$ cat src/rtl/shift_add_mult_pkg.sv
// Shared types and constants for the shift-add multiplier demo.
// Latency: n/a (declarations only).
// Backpressure: n/a.
//
// Contents:
//   MULT_W / PROD_W / NUM_DIGITS : operand width, product width, hex digit count
//   state_t                      : multiplier FSM states
//   SEG_BLANK, SEG_LUT           : active-low seven-segment codes {dp,g,f,e,d,c,b,a}
package shift_add_mult_pkg;

   localparam int MULT_W     = 8;
   localparam int PROD_W     = 2 * MULT_W;
   localparam int NUM_DIGITS = PROD_W / 4;

   typedef enum logic [1:0] {
      ST_IDLE = 2'd0,
      ST_RUN  = 2'd1,
      ST_DONE = 2'd2
   } state_t;

   // All segments off (active-low), decimal point off.
   localparam logic [7:0] SEG_BLANK = 8'hFF;

   // Hex digit -> segment code, indexed by nibble value 0..F.
   localparam logic [7:0] SEG_LUT [16] = '{
      8'hC0, 8'hF9, 8'hA4, 8'hB0,
      8'h99, 8'h92, 8'h82, 8'hF8,
      8'h80, 8'h90, 8'h88, 8'h83,
      8'hC6, 8'hA1, 8'h86, 8'h8E
   };

   function automatic logic [7:0] seg_lookup(input logic [3:0] nib);
      return SEG_LUT[nib];
   endfunction

endpackage

$ cat src/rtl/hex_seg_decode.sv
// One hex digit to seven-segment code (active-low, dp held off).
// Latency: purely combinational.
// Backpressure: none.
//
// Ports:
//   hex_i  in  4  nibble to display
//   seg_o  out 8  segment code {dp,g,f,e,d,c,b,a}
module hex_seg_decode
   import shift_add_mult_pkg::*;
(
   input  logic [3:0] hex_i,
   output logic [7:0] seg_o
);

   always_comb begin
      seg_o = seg_lookup(hex_i);
   end

endmodule

$ cat src/rtl/shift_add_mult_hex.sv
// Sequential unsigned W x W shift-add multiplier with four hex seven-segment outputs.
// Latency: result updates 10 edges after start is seen, counting the start edge (1 load, W run, 1 done).
// Backpressure: none; a start while busy is dropped, operand capture is always accepted.
//
// Ports:
//   clk           rising-edge clock for all state
//   reset         synchronous, active-high
//   load          active-low start button; a falling edge starts a multiply
//   aOrb          operand select for capture: 0 = A, 1 = B
//   set           active-low operand capture enable
//   currIn [W]    operand data from the switches
//   result [2W]   registered product, holds its old value while a multiply runs
//   busy          high in RUN and DONE
//   disp0..disp3  segment codes for result nibbles [3:0] .. [15:12]
//
// Build option: define LEADING_ZERO_BLANK_EN to blank leading zero digits
// (disp0 always shows a digit).
module shift_add_mult_hex
   import shift_add_mult_pkg::*;
#(
   parameter int W      = MULT_W,
   parameter int DIGITS = NUM_DIGITS   // must equal 2*W/4; four disp ports exist
)(
   input  logic           clk,
   input  logic           reset,
   input  logic           load,
   input  logic           aOrb,
   input  logic           set,
   input  logic [W-1:0]   currIn,
   output logic [2*W-1:0] result,
   output logic           busy,
   output logic [7:0]     disp0,
   output logic [7:0]     disp1,
   output logic [7:0]     disp2,
   output logic [7:0]     disp3
);

   localparam int               CW   = $clog2(W);
   localparam logic [CW-1:0]    LAST = CW'(W - 1);

   // ------------------------------------------------------------------
   // Operand registers and start edge detect
   // ------------------------------------------------------------------
   logic [W-1:0] a_q;
   logic [W-1:0] b_q;
   logic         load_prev_q;
   logic         start_d;

   always_ff @(posedge clk) begin
      if (reset) begin
         a_q         <= '0;
         b_q         <= '0;
         load_prev_q <= 1'b0;   // a button held down through reset must not start
      end else begin
         load_prev_q <= load;
         if (!set) begin
            if (aOrb) b_q <= currIn;
            else      a_q <= currIn;
         end
      end
   end

   // Falling edge of the active-low button.
   assign start_d = load_prev_q && !load;

   // ------------------------------------------------------------------
   // Multiplier datapath
   // ------------------------------------------------------------------
   state_t           state_q;
   logic [W-1:0]     mcand_q;
   logic [2*W-1:0]   prod_q;
   logic [CW-1:0]    cnt_q;
   logic [2*W-1:0]   result_q;
   logic             busy_q;

   logic [W:0]       sum_d;
   logic [2*W-1:0]   prod_d;

   // Upper half plus (optionally) the multiplicand. The 9-bit sum keeps
   // its carry, which becomes the top product bit after the right shift.
   always_comb begin
      sum_d  = {1'b0, prod_q[2*W-1:W]};
      if (prod_q[0]) begin
         sum_d = {1'b0, prod_q[2*W-1:W]} + {1'b0, mcand_q};
      end
      prod_d = {sum_d, prod_q[W-1:1]};
   end

   always_ff @(posedge clk) begin
      if (reset) begin
         state_q  <= ST_IDLE;
         mcand_q  <= '0;
         prod_q   <= '0;
         cnt_q    <= '0;
         result_q <= '0;
         busy_q   <= 1'b0;
      end else begin
         case (state_q)
            ST_IDLE: begin
               if (start_d) begin
                  // Latch working copies so operand capture stays free while busy.
                  mcand_q <= a_q;
                  prod_q  <= {W'(0), b_q};
                  cnt_q   <= '0;
                  busy_q  <= 1'b1;
                  state_q <= ST_RUN;
               end
            end
            ST_RUN: begin
               prod_q <= prod_d;
               cnt_q  <= cnt_q + 1'b1;
               if (cnt_q == LAST) begin
                  state_q <= ST_DONE;
               end
            end
            ST_DONE: begin
               result_q <= prod_q;
               busy_q   <= 1'b0;
               state_q  <= ST_IDLE;
            end
            default: begin
               state_q <= ST_IDLE;
               busy_q  <= 1'b0;
            end
         endcase
      end
   end

   assign result = result_q;
   assign busy   = busy_q;

   // ------------------------------------------------------------------
   // Seven-segment outputs
   // ------------------------------------------------------------------
   logic [7:0] seg [DIGITS];

`ifdef LEADING_ZERO_BLANK_EN
   // lead_zero[i]: nibble i and every nibble above it are zero.
   logic [DIGITS-1:1] nib_zero;
   logic [DIGITS-1:1] lead_zero;

   always_comb begin
      nib_zero  = '0;
      lead_zero = '0;
      for (int i = 1; i < DIGITS; i++) begin
         nib_zero[i] = (result_q[4*i +: 4] == 4'h0);
      end
      lead_zero[DIGITS-1] = nib_zero[DIGITS-1];
      for (int i = DIGITS - 2; i >= 1; i--) begin
         lead_zero[i] = nib_zero[i] && lead_zero[i+1];
      end
   end
`endif

   for (genvar g = 0; g < DIGITS; g++) begin : g_dig
      logic [7:0] raw;

      hex_seg_decode u_dec (
         .hex_i (result_q[4*g +: 4]),
         .seg_o (raw)
      );

`ifdef LEADING_ZERO_BLANK_EN
      if (g == 0) begin : g_keep
         assign seg[g] = raw;
      end else begin : g_blank
         assign seg[g] = lead_zero[g] ? SEG_BLANK : raw;
      end
`else
      assign seg[g] = raw;
`endif
   end

   assign disp0 = seg[0];
   assign disp1 = seg[1];
   assign disp2 = seg[2];
   assign disp3 = seg[3];

endmodule

$ cat config.mk
export PLATFORM = sky130hd
export DESIGN_NAME = shift_add_mult_hex
export DESIGN_NICKNAME = d
export VERILOG_FILES = /design/src/rtl/shift_add_mult_pkg.sv /design/src/rtl/hex_seg_decode.sv /design/src/rtl/shift_add_mult_hex.sv
export SDC_FILE = /design/constraint.sdc
export NUM_CORES = 1
export LEC_CHECK = 0
export CAP_MARGIN = 20
export CELL_PAD_IN_SITES_DETAIL_PLACEMENT = 1
export CELL_PAD_IN_SITES_GLOBAL_PLACEMENT = 2
export CORE_ASPECT_RATIO = 1.5
export CORE_MARGIN = 2
export CORE_UTILIZATION = 29
export DETAILED_ROUTE_END_ITERATION = 12
export PLACE_DENSITY_LB_ADDON = 0.1
export SLEW_MARGIN = 20
export SYNTH_ARGS = -nofsm -noshare
export SYNTH_HDL_FRONTEND = slang
export SYNTH_HIERARCHICAL = 1
export SYNTH_SLANG_ARGS = --single-unit
$ cat constraint.sdc
create_clock -name clk -period 1.9 [get_ports clk]
set_input_delay 0.285 -clock clk [delete_from_list [all_inputs] [get_ports clk]]
set_output_delay 0.285 -clock clk [all_outputs]
set_load 0.005 [all_outputs]
==> results of run 1 <==
-- routing by layer --
metal  share of wire  routed length, um  up-vias  track usage
li1                -                  -     1777            -
met1            0.41               4350     1669        0.172
met2            0.55               5810       47        0.300
met3           0.026                272        8       0.0295
met4          0.0095                100        0       0.0461
met5               0                  0        -            0
-- synthesized netlist by cell type, drive strengths merged, types with 2 or more instances --
library cell	instances	share of area
clkbuf	17	0.017
o2bb2ai	2	0.0046
nor3	2	0.0026
nor2	33	0.035
mux2i	21	0.055
a22o	2	0.0046
dfxtp	63	0.33
inv	18	0.018
nand3	3	0.0039
or3	4	0.0066
o21ai	26	0.034
a22oi	6	0.012
o211ai	7	0.014
a21oi	53	0.070
o22ai	2	0.0033
a211oi	2	0.0039
a311oi	8	0.023
ha	38	0.12
a32o	2	0.0053
buf	15	0.030
nor2b	6	0.0099
mux4	4	0.026
conb	4	0.0039
nand2b	9	0.015
xnor2	4	0.0092
a21o	2	0.0039
nand2	96	0.097
-- logic make-up (layout without fill, tap and decap cells) --
group	Yosys count	in the layout	share of synthesized area
AO/OA/AOI/OAI	117	117	0.189
XOR/XNOR	5	5	0.0115
adder cells (fa/ha/maj)	39	39	0.130
buffers and inverters	50	154	0.0650
flip-flops	63	63	0.331
multiplexers	26	26	0.0838
other	4	4	0.00394
AND/OR/NAND/NOR	160	160	0.186
-- critical path, stage by stage, from the launching register on --
cell and delay [ps]:
dfxtp_2 350, buf_6 110, ha_4 120, and2b_2 220, or3b_1 350, o21ai_1 80, buf_2 130
-- layout make-up --
| cell class | count | area (um2) | share of cell area |
|---|---|---|---|
| clock buffers | 13 | 270 | 0.0506 |
| flip-flops and latches | 63 | 1290 | 0.241 |
| clock inverters | 3 | 40.0 | 0.00750 |
| well taps | 159 | 199 | 0.0373 |
| repair buffers | 120 | 982 | 0.184 |
| inverters | 18 | 87.6 | 0.0164 |
| multi-input cells | 351 | 2470 | 0.463 |
-- per-stage QoR --
stage | total power, uW | cell area, um2
2_1_floorplan | 1540 | 3810
3_3_place_gp | 1620 | 4840
3_5_place_dp | 1630 | 4840
4_1_cts | 3330 | 5270
5_1_grt | 3440 | 5340
6_report | 3280 | 5340
-- power breakdown --
part	switching [uW]	internal, uW
Combinational	115	89.3
Sequential	32.2	1360
Clock	568	1120
Total	715	2560
-- what timing repair did --
item / in CTS / in global routing
endpoints found under the setup margin: 30 / 27
gates resized for setup: 118 / 49
buffers inserted: 3 / 4
pin swaps: 6 / 12
-- flip-flops by register name, summed over array words and instances, names as in the netlist --
name         flops
state_q          2
prod_q          16
a_q              8
busy             1
result          16
load_prev_q      1
b_q              8
cnt_q            3
mcand_q          8
-- final timing paths --
| path | start | to | slack, ps |
|---|---|---|---|
| max | result[12] | disp3[0] | -60 |
| min | reset | b_q[1] | 430 |
| max reg2reg | prod_q[8] | prod_q[15] | 130 |
| min reg2reg | b_q[5] | b_q[5] | 460 |
==> results.py, run 1 <==
metrics = {
    "outcome": {
        "status": "complete, but fails checks",
        "violations": "setup timing",
    },
    "grt": {
        "grt_pass1_wl_um": 17900,
        "antenna_found_initial": 0,
        "grt_pass1_vias": 3660,
        "grt_max_degree": 25,
        "grt_usage": 0.156,
        "overflow": 0,
    },
    "floorplan": {
        "die_x_um": 97.6,
        "core-area_mm2": 0.0129,
        "die_y_um": 144,
        "rows": 51,
        "ioPinCount": 62,
        "start_util": 0.295,
        "die_area_mm2": 0.0141,
    },
    "logic_synthesis": {
        "netlist_instances": 464,
        "synth_fp_nets": 516,
        "syn_area_per_cell_um2": 8.21,
        "ys_types": 53,
        "yosysWarningCount": 6,
        "synth_flop_cell": "dfxtp_1",
        "syn_area_mm2": 0.00381,
        "async_flop_share": 0,
        "seq_area_frac_synth": 0.331,
        "synth_edf_count": 0,
        "ys_seq_elements": 63,
    },
    "power": {
        "p_leak_uw": 0.00201,
        "ir_worst_vdd_v": 0.000419,
        "power_density_mw_per_mm2": 614,
    },
    "min_path": {
        "hold_path.class": "in2reg",
        "worstHoldPathCells": 2,
    },
    "sta": {
        "setup_viol": 2,
        "min_period_over_period": 1.03,
        "max_clock_freq_mhz": 511,
        "setup-tns-final_ps": -57.6,
        "tightest_slew_ps": 512,
        "fin_crit_ps": 1960,
        "max-slew-margin-rel": 0.658,
        "whs_ps": 426,
        "drv_slew": 0,
        "finalClockSkew_ps": 6.40,
        "setup_slack_ps": -56.8,
        "grt_setup_unrepaired": "yes",
        "hold_viol": 0,
    },
    "routing": {
        "via_count": 3501,
        "drt-pass1-iter-count": 4,
        "finalWirelength_um": 10500,
        "routed_via_density": 4.82,
        "wl_per_cell_um": 14.5,
        "drc_errors": 0,
        "detail-route-antenna-nets": 0,
        "drt_iter0_drc": 100,
    },
    "layout": {
        "layout_commonest_cell": "nand2_1",
        "post-route-util": 0.414,
        "layout-drive-gt1-share": 0.290,
        "fin_cells": 727,
        "finalNetCount": 615,
        "final_cell_mix": "nand2_1, a21oi_1, buf_4",
        "area_growth_pct": 40.1,
        "nFillCells": 1548,
        "diodes": 0,
    },
    "job": {
        "drv_cap": 0,
    },
    "worst_setup_path": {
        "cp-end-kind": "primary output",
        "ff2ff_path_depth": 9,
        "worstPathMaxFanout": 3,
        "startpoint_type": "flop",
        "critical_path_class": "reg2out",
        "cp.arrival_ps": 1670,
        "cp_data_required_time_ps": 1620,
    },
    "place": {
        "dpl.cell_count": 706,
        "io_buffers": 57,
        "dp_hpwl_um": 8020,
        "gp_congestion": 0.809,
        "pre_cts_ws_ps": -132,
    },
    "clock_tree": {
        "clk_pin_slew_worst_paths_ps": 50,
        "cts_inserted_buffers": 9,
        "hold_buffers": 0,
        "htree_levels": 3,
        "clockBufferDepth": 2,
        "clock-sinks": 63,
        "worstSkewPairLatency_ps": 330,
        "tritoncts": "done",
        "cts_root_buffer": "clkbuf_16",
    },
}
Note: power is estimated with default switching activity, not from simulation.
==> run 2: changes to the inputs <==
--- a/config.mk
+++ b/config.mk
@@ -10,7 +10,8 @@
 export CELL_PAD_IN_SITES_GLOBAL_PLACEMENT = 2
 export CORE_ASPECT_RATIO = 1.5
 export CORE_MARGIN = 2
-export CORE_UTILIZATION = 29
+export CORE_UTILIZATION = 25
+export CTS_CLUSTER_DIAMETER = 80
 export DETAILED_ROUTE_END_ITERATION = 12
 export PLACE_DENSITY_LB_ADDON = 0.1
 export SLEW_MARGIN = 20
==> results.py, run 2 (synthesis gave the netlist of run 1 again) <==
metrics = {
    "outcome": {
        "violations": "setup timing",
        "status": "complete, but fails checks",
    },
    "layout": {
        "finalNetCount": 617,
        "diodes": 0,
        "final_cell_mix": "nand2_1, buf_4, a21oi_1",
        "layout-drive-gt1-share": 0.295,
        "area_growth_pct": 43.0,
        "nFillCells": 1826,
        "layout_commonest_cell": "nand2_1",
    },
    "worst_setup_path": {
        "cp_data_required_time_ps": 1620,
        "startpoint_type": "flop",
        "cp.arrival_ps": 1700,
        "ff2ff_path_depth": 9,
        "crit_path_end": "disp3[3]",
        "critical_path_class": "reg2out",
        "crit_start": "result[12]",
        "r2r_start": "mcand_q[0]",
        "r2r_end": "prod_q[15]",
        "reg2reg_slack_ps": 90,
        "worstPathMaxFanout": 4,
        "cp-end-kind": "primary output",
    },
    "place": {
        "gp_congestion": 0.774,
        "io_buffers": 57,
        "pre_cts_ws_ps": -147,
        "dp_hpwl_um": 8670,
    },
    "grt": {
        "grt_usage": 0.140,
        "grt_pass1_wl_um": 18400,
        "grt_pass1_vias": 3680,
        "antenna_found_initial": 0,
        "overflow": 0,
        "grt_max_degree": 25,
    },
    "sta": {
        "finalClockSkew_ps": 7.19,
        "drv_slew": 0,
        "setup_viol": 4,
        "setup_slack_ps": -84.9,
        "max_clock_freq_mhz": 504,
        "fin_crit_ps": 1980,
        "grt_setup_unrepaired": "yes",
        "hold_viol": 0,
        "min_period_over_period": 1.04,
        "whs_ps": 352,
    },
    "min_path": {
        "hold_path.class": "in2reg",
    },
    "floorplan": {
        "core-area_mm2": 0.0150,
        "die_y_um": 155,
        "ioPinCount": 62,
        "die_x_um": 105,
        "start_util": 0.254,
        "die_area_mm2": 0.0163,
        "rows": 55,
    },
    "clock_tree": {
        "htree_levels": 3,
        "worstSkewPairLatency_ps": 330,
        "tritoncts": "done",
        "clk_pin_slew_worst_paths_ps": 50,
        "hold_buffers": 0,
        "clockBufferDepth": 2,
        "cts_inserted_buffers": 9,
        "cts_root_buffer": "clkbuf_16",
        "clock-sinks": 63,
    },
    "power": {
        "p_total_uw": 3380,
        "p_leak_uw": 0.00202,
        "power_density_mw_per_mm2": 621,
        "ir_worst_vdd_v": 0.000544,
    },
    "routing": {
        "wl_per_cell_um": 14.2,
        "detail-route-antenna-nets": 0,
        "drt_iter0_drc": 107,
        "routed_via_density": 4.60,
        "drt-pass1-iter-count": 5,
        "finalWirelength_um": 10900,
        "drc_errors": 0,
        "via_count": 3539,
    },
    "job": {
        "drv_cap": 0,
    },
}
## run 2: worst min path at each step
stage,slack [ps],endpoint,cells past startpoint,startpoint
2_1_floorplan,410,load_prev_q,1,load
3_3_place_gp,450,b_q[2],2,b_q[2]
3_5_place_dp,450,b_q[2],2,b_q[2]
4_1_cts,350,prod_q[9],2,reset
5_1_grt,370,prod_q[9],2,reset
6_report,350,prod_q[9],2,reset
## run 2: power breakdown
| part | internal, uW | switching [uW] | leakage (uW) |
|---|---|---|---|
| Sequential | 1360 | 30.9 | 0.000518 |
| Clock | 1220 | 567 | 0.000160 |
| Combinational | 92.8 | 116 | 0.00134 |
## run 2: per-layer routing
metal / share of wire / GRT usage
met5: 0 / 0
met4: 0.016 / 0.0495
met3: 0.026 / 0.0235
met2: 0.55 / 0.271
met1: 0.41 / 0.150
## run 2: critical path: stages (launching register included)
cell     delay [ps]
dfxtp_2         340
buf_6           120
inv_6            40
buf_4           130
ha_4            150
mux4_2          450
buf_2           140
## run 2: area by class of cell
type / instances / area [um2] / area share
clock inverters: 3 / 65.1 / 0.0119
multi-input cells: 351 / 2490 / 0.458
repair buffers: 122 / 1010 / 0.185
clock buffers: 13 / 260 / 0.0478
flip-flops and latches: 63 / 1280 / 0.235
well taps: 199 / 249 / 0.0457
inverters: 18 / 87.6 / 0.0161
## run 2: what timing repair did
| action | in CTS | in global routing |
|---|---|---|
| setup endpoints to repair | 31 | 25 |
| setup buffers | 3 | 2 |
| gates cloned | 0 | 0 |
| pin swaps | 4 | 17 |
| gates resized for setup | 112 | 58 |
## run 2: through the flow
step            util  std cells  setup TNS (ps)  cell area [um2]
3_3_place_gp   0.327        748            -382             4910
5_1_grt        0.363        769            -530             5450
4_1_cts        0.355        767            -550             5320
2_1_floorplan      -        464               0             3810
6_report       0.363        769            -148             5450
3_5_place_dp   0.327        748            -740             4910
==> run 3: changes to the inputs <==
--- a/config.mk
+++ b/config.mk
@@ -8,7 +8,7 @@
 export CAP_MARGIN = 20
 export CELL_PAD_IN_SITES_DETAIL_PLACEMENT = 1
 export CELL_PAD_IN_SITES_GLOBAL_PLACEMENT = 2
-export CORE_ASPECT_RATIO = 1.5
+export CORE_ASPECT_RATIO = 0.9
 export CORE_MARGIN = 2
 export CORE_UTILIZATION = 25
 export CTS_CLUSTER_DIAMETER = 80
==> results.py, run 3 (synthesis gave the netlist of run 1 again) <==
metrics = {
    "worst_setup_path": {
        "slowest_stage": "dfxtp_4",
        "critical_path_class": "reg2out",
        "path_cells": "buf_6 > ha_4 > and2b_2 > or3b_1 > o21ai_1 > buf_2",
        "reg2reg_slack_ps": 130,
        "r2r_start": "prod_q[8]",
        "r2r_end": "prod_q[15]",
        "cp.arrival_ps": 1680,
        "startpoint_type": "flop",
        "cp_data_required_time_ps": 1620,
        "critical_path.max_stage_delay_ps": 360,
        "worstPathMaxFanout": 3,
        "path_buf_inv": 2,
        "cp-end-kind": "primary output",
        "crit_family": "simple AND/OR/NAND/NOR gates",
        "ff2ff_path_depth": 8,
    },
    "place": {
        "dp_hpwl_um": 8140,
        "io_buffers": 57,
        "postPlaceCellArea_mm2": 0.00490,
        "pre_cts_ws_ps": -153,
        "dpl.cell_count": 746,
        "gp_congestion": 0.774,
    },
    "floorplan": {
        "rows": 42,
        "start_util": 0.257,
        "die_area_mm2": 0.0162,
        "core-area_mm2": 0.0148,
        "ioPinCount": 62,
        "die_x_um": 134,
        "die_y_um": 121,
    },
    "sta": {
        "finalClockSkew_ps": 5.53,
        "fin_crit_ps": 1960,
        "max-slew-margin-rel": 0.662,
        "drv_slew": 0,
        "min_period_over_period": 1.03,
        "setup_viol": 4,
        "hold_viol": 0,
        "max_clock_freq_mhz": 510,
        "grt_setup_unrepaired": "yes",
        "tightest_slew_ps": 507,
        "setup-tns-final_ps": -75.9,
        "setup_slack_ps": -62.4,
    },
    "power": {
        "internal_power_uw": 2490,
        "p_leak_uw": 0.00202,
        "comb_power_share": 0.065,
        "clkPwrFrac": 0.503,
        "ir_worst_vdd_v": 0.000431,
        "seq_power_share": 0.432,
        "power_density_mw_per_mm2": 593,
        "p_sw_uw": 715,
        "sw_frac_of_total": 0.223,
    },
    "outcome": {
        "violations": "setup timing",
        "status": "complete, but fails checks",
    },
    "clock_tree": {
        "htree_levels": 3,
        "cts_inserted_buffers": 9,
        "clk_pin_slew_worst_paths_ps": 50,
        "cts_root_buffer": "clkbuf_16",
        "clockBufferDepth": 2,
        "clock-sinks": 63,
        "hold_buffers": 0,
        "tritoncts": "done",
        "worstSkewPairLatency_ps": 330,
    },
    "layout": {
        "layout_commonest_cell": "nand2_1",
        "area_growth_pct": 42.0,
        "finalNetCount": 620,
        "diodes": 0,
        "final_cell_mix": "nand2_1, buf_4, dfxtp_1",
        "final_cell_area_mm2": 0.00541,
        "layout-drive-gt1-share": 0.295,
        "fin_cells": 771,
    },
    "grt": {
        "overflow": 0,
        "grt_max_degree": 40,
        "grt_pass1_vias": 3638,
        "grt_usage": 0.138,
        "antenna_found_initial": 0,
        "grt_pass1_wl_um": 18200,
    },
    "min_path": {
        "hp-start": "reset",
        "hold_path.class": "in2reg",
        "worstHoldPathCells": 2,
        "holdPathEnd": "cnt_q[1]",
    },
    "routing": {
        "detail-route-antenna-nets": 0,
        "drc_errors": 0,
        "drt-pass1-iter-count": 4,
        "via_count": 3501,
        "drt_iter0_drc": 87,
        "finalWirelength_um": 10800,
        "routed_via_density": 4.54,
        "wl_per_cell_um": 14.1,
    },
    "job": {
        "drv_cap": 0,
    },
}
-- run 3: cell type report --
cell class                 instances  area (um2)
inverter                          18        82.6
fill                            1787        9410
timing repair buffer             125        1020
multi-input combinational        351        2500
clock inverter                     4        45.0
tap                              198         248
sequential                        63        1270
clock buffer                      12         246
-- run 3: what timing repair did --
| action | 4_1_cts | 5_1_grt |
|---|---|---|
| pin swaps | 6 | 12 |
| endpoints found under the hold margin | 0 | 0 |
| cloned | 0 | 0 |
| resized for setup | 122 | 45 |
| setup buffers | 4 | 5 |
| endpoints found under the setup margin | 30 | 29 |
-- run 3: worst max path at each step --
stage                     startpoint          to  slack (ps)  cells after the start
final                     result[12]    disp3[0]         -60                      6
after CTS                 result[12]    disp3[0]         -90                      6
after global placement    result[13]    disp3[0]        -110                      6
after global routing      result[12]    disp3[0]        -140                      6
after detailed placement  result[13]    disp3[0]        -150                      6
after floorplan            prod_q[8]  prod_q[15]          90                      8
-- run 3: power groups by stage --
stage / logic, uW / registers (uW) / clock network (uW)
3_3_place_gp: 209 / 1410 / 0
2_1_floorplan: 139 / 1400 / 0
3_5_place_dp: 212 / 1420 / 0
5_1_grt: 232 / 1390 / 1750
4_1_cts: 213 / 1390 / 1680
6_report: 208 / 1390 / 1610
-- run 3: metrics by stage --
| step | utilization | power [uW] | hold WS (ps) |
|---|---|---|---|
| 2_1_floorplan | - | 1540 | 413 |
| 3_3_place_gp | 0.330 | 1620 | 449 |
| 3_5_place_dp | 0.330 | 1630 | 451 |
| 4_1_cts | 0.361 | 3280 | 341 |
| 5_1_grt | 0.365 | 3370 | 370 |
| 6_report | 0.365 | 3210 | 348 |
-- run 3: per-layer routing --
layer / routed length (um) / up-vias / global-route usage
li1: - / 1800 / -
met1: 5480 / 1640 / 0.186
met2: 4830 / 55 / 0.226
met3: 410 / 6 / 0.0259
met4: 114 / 0 / 0.0414
met5: 0 / - / 0
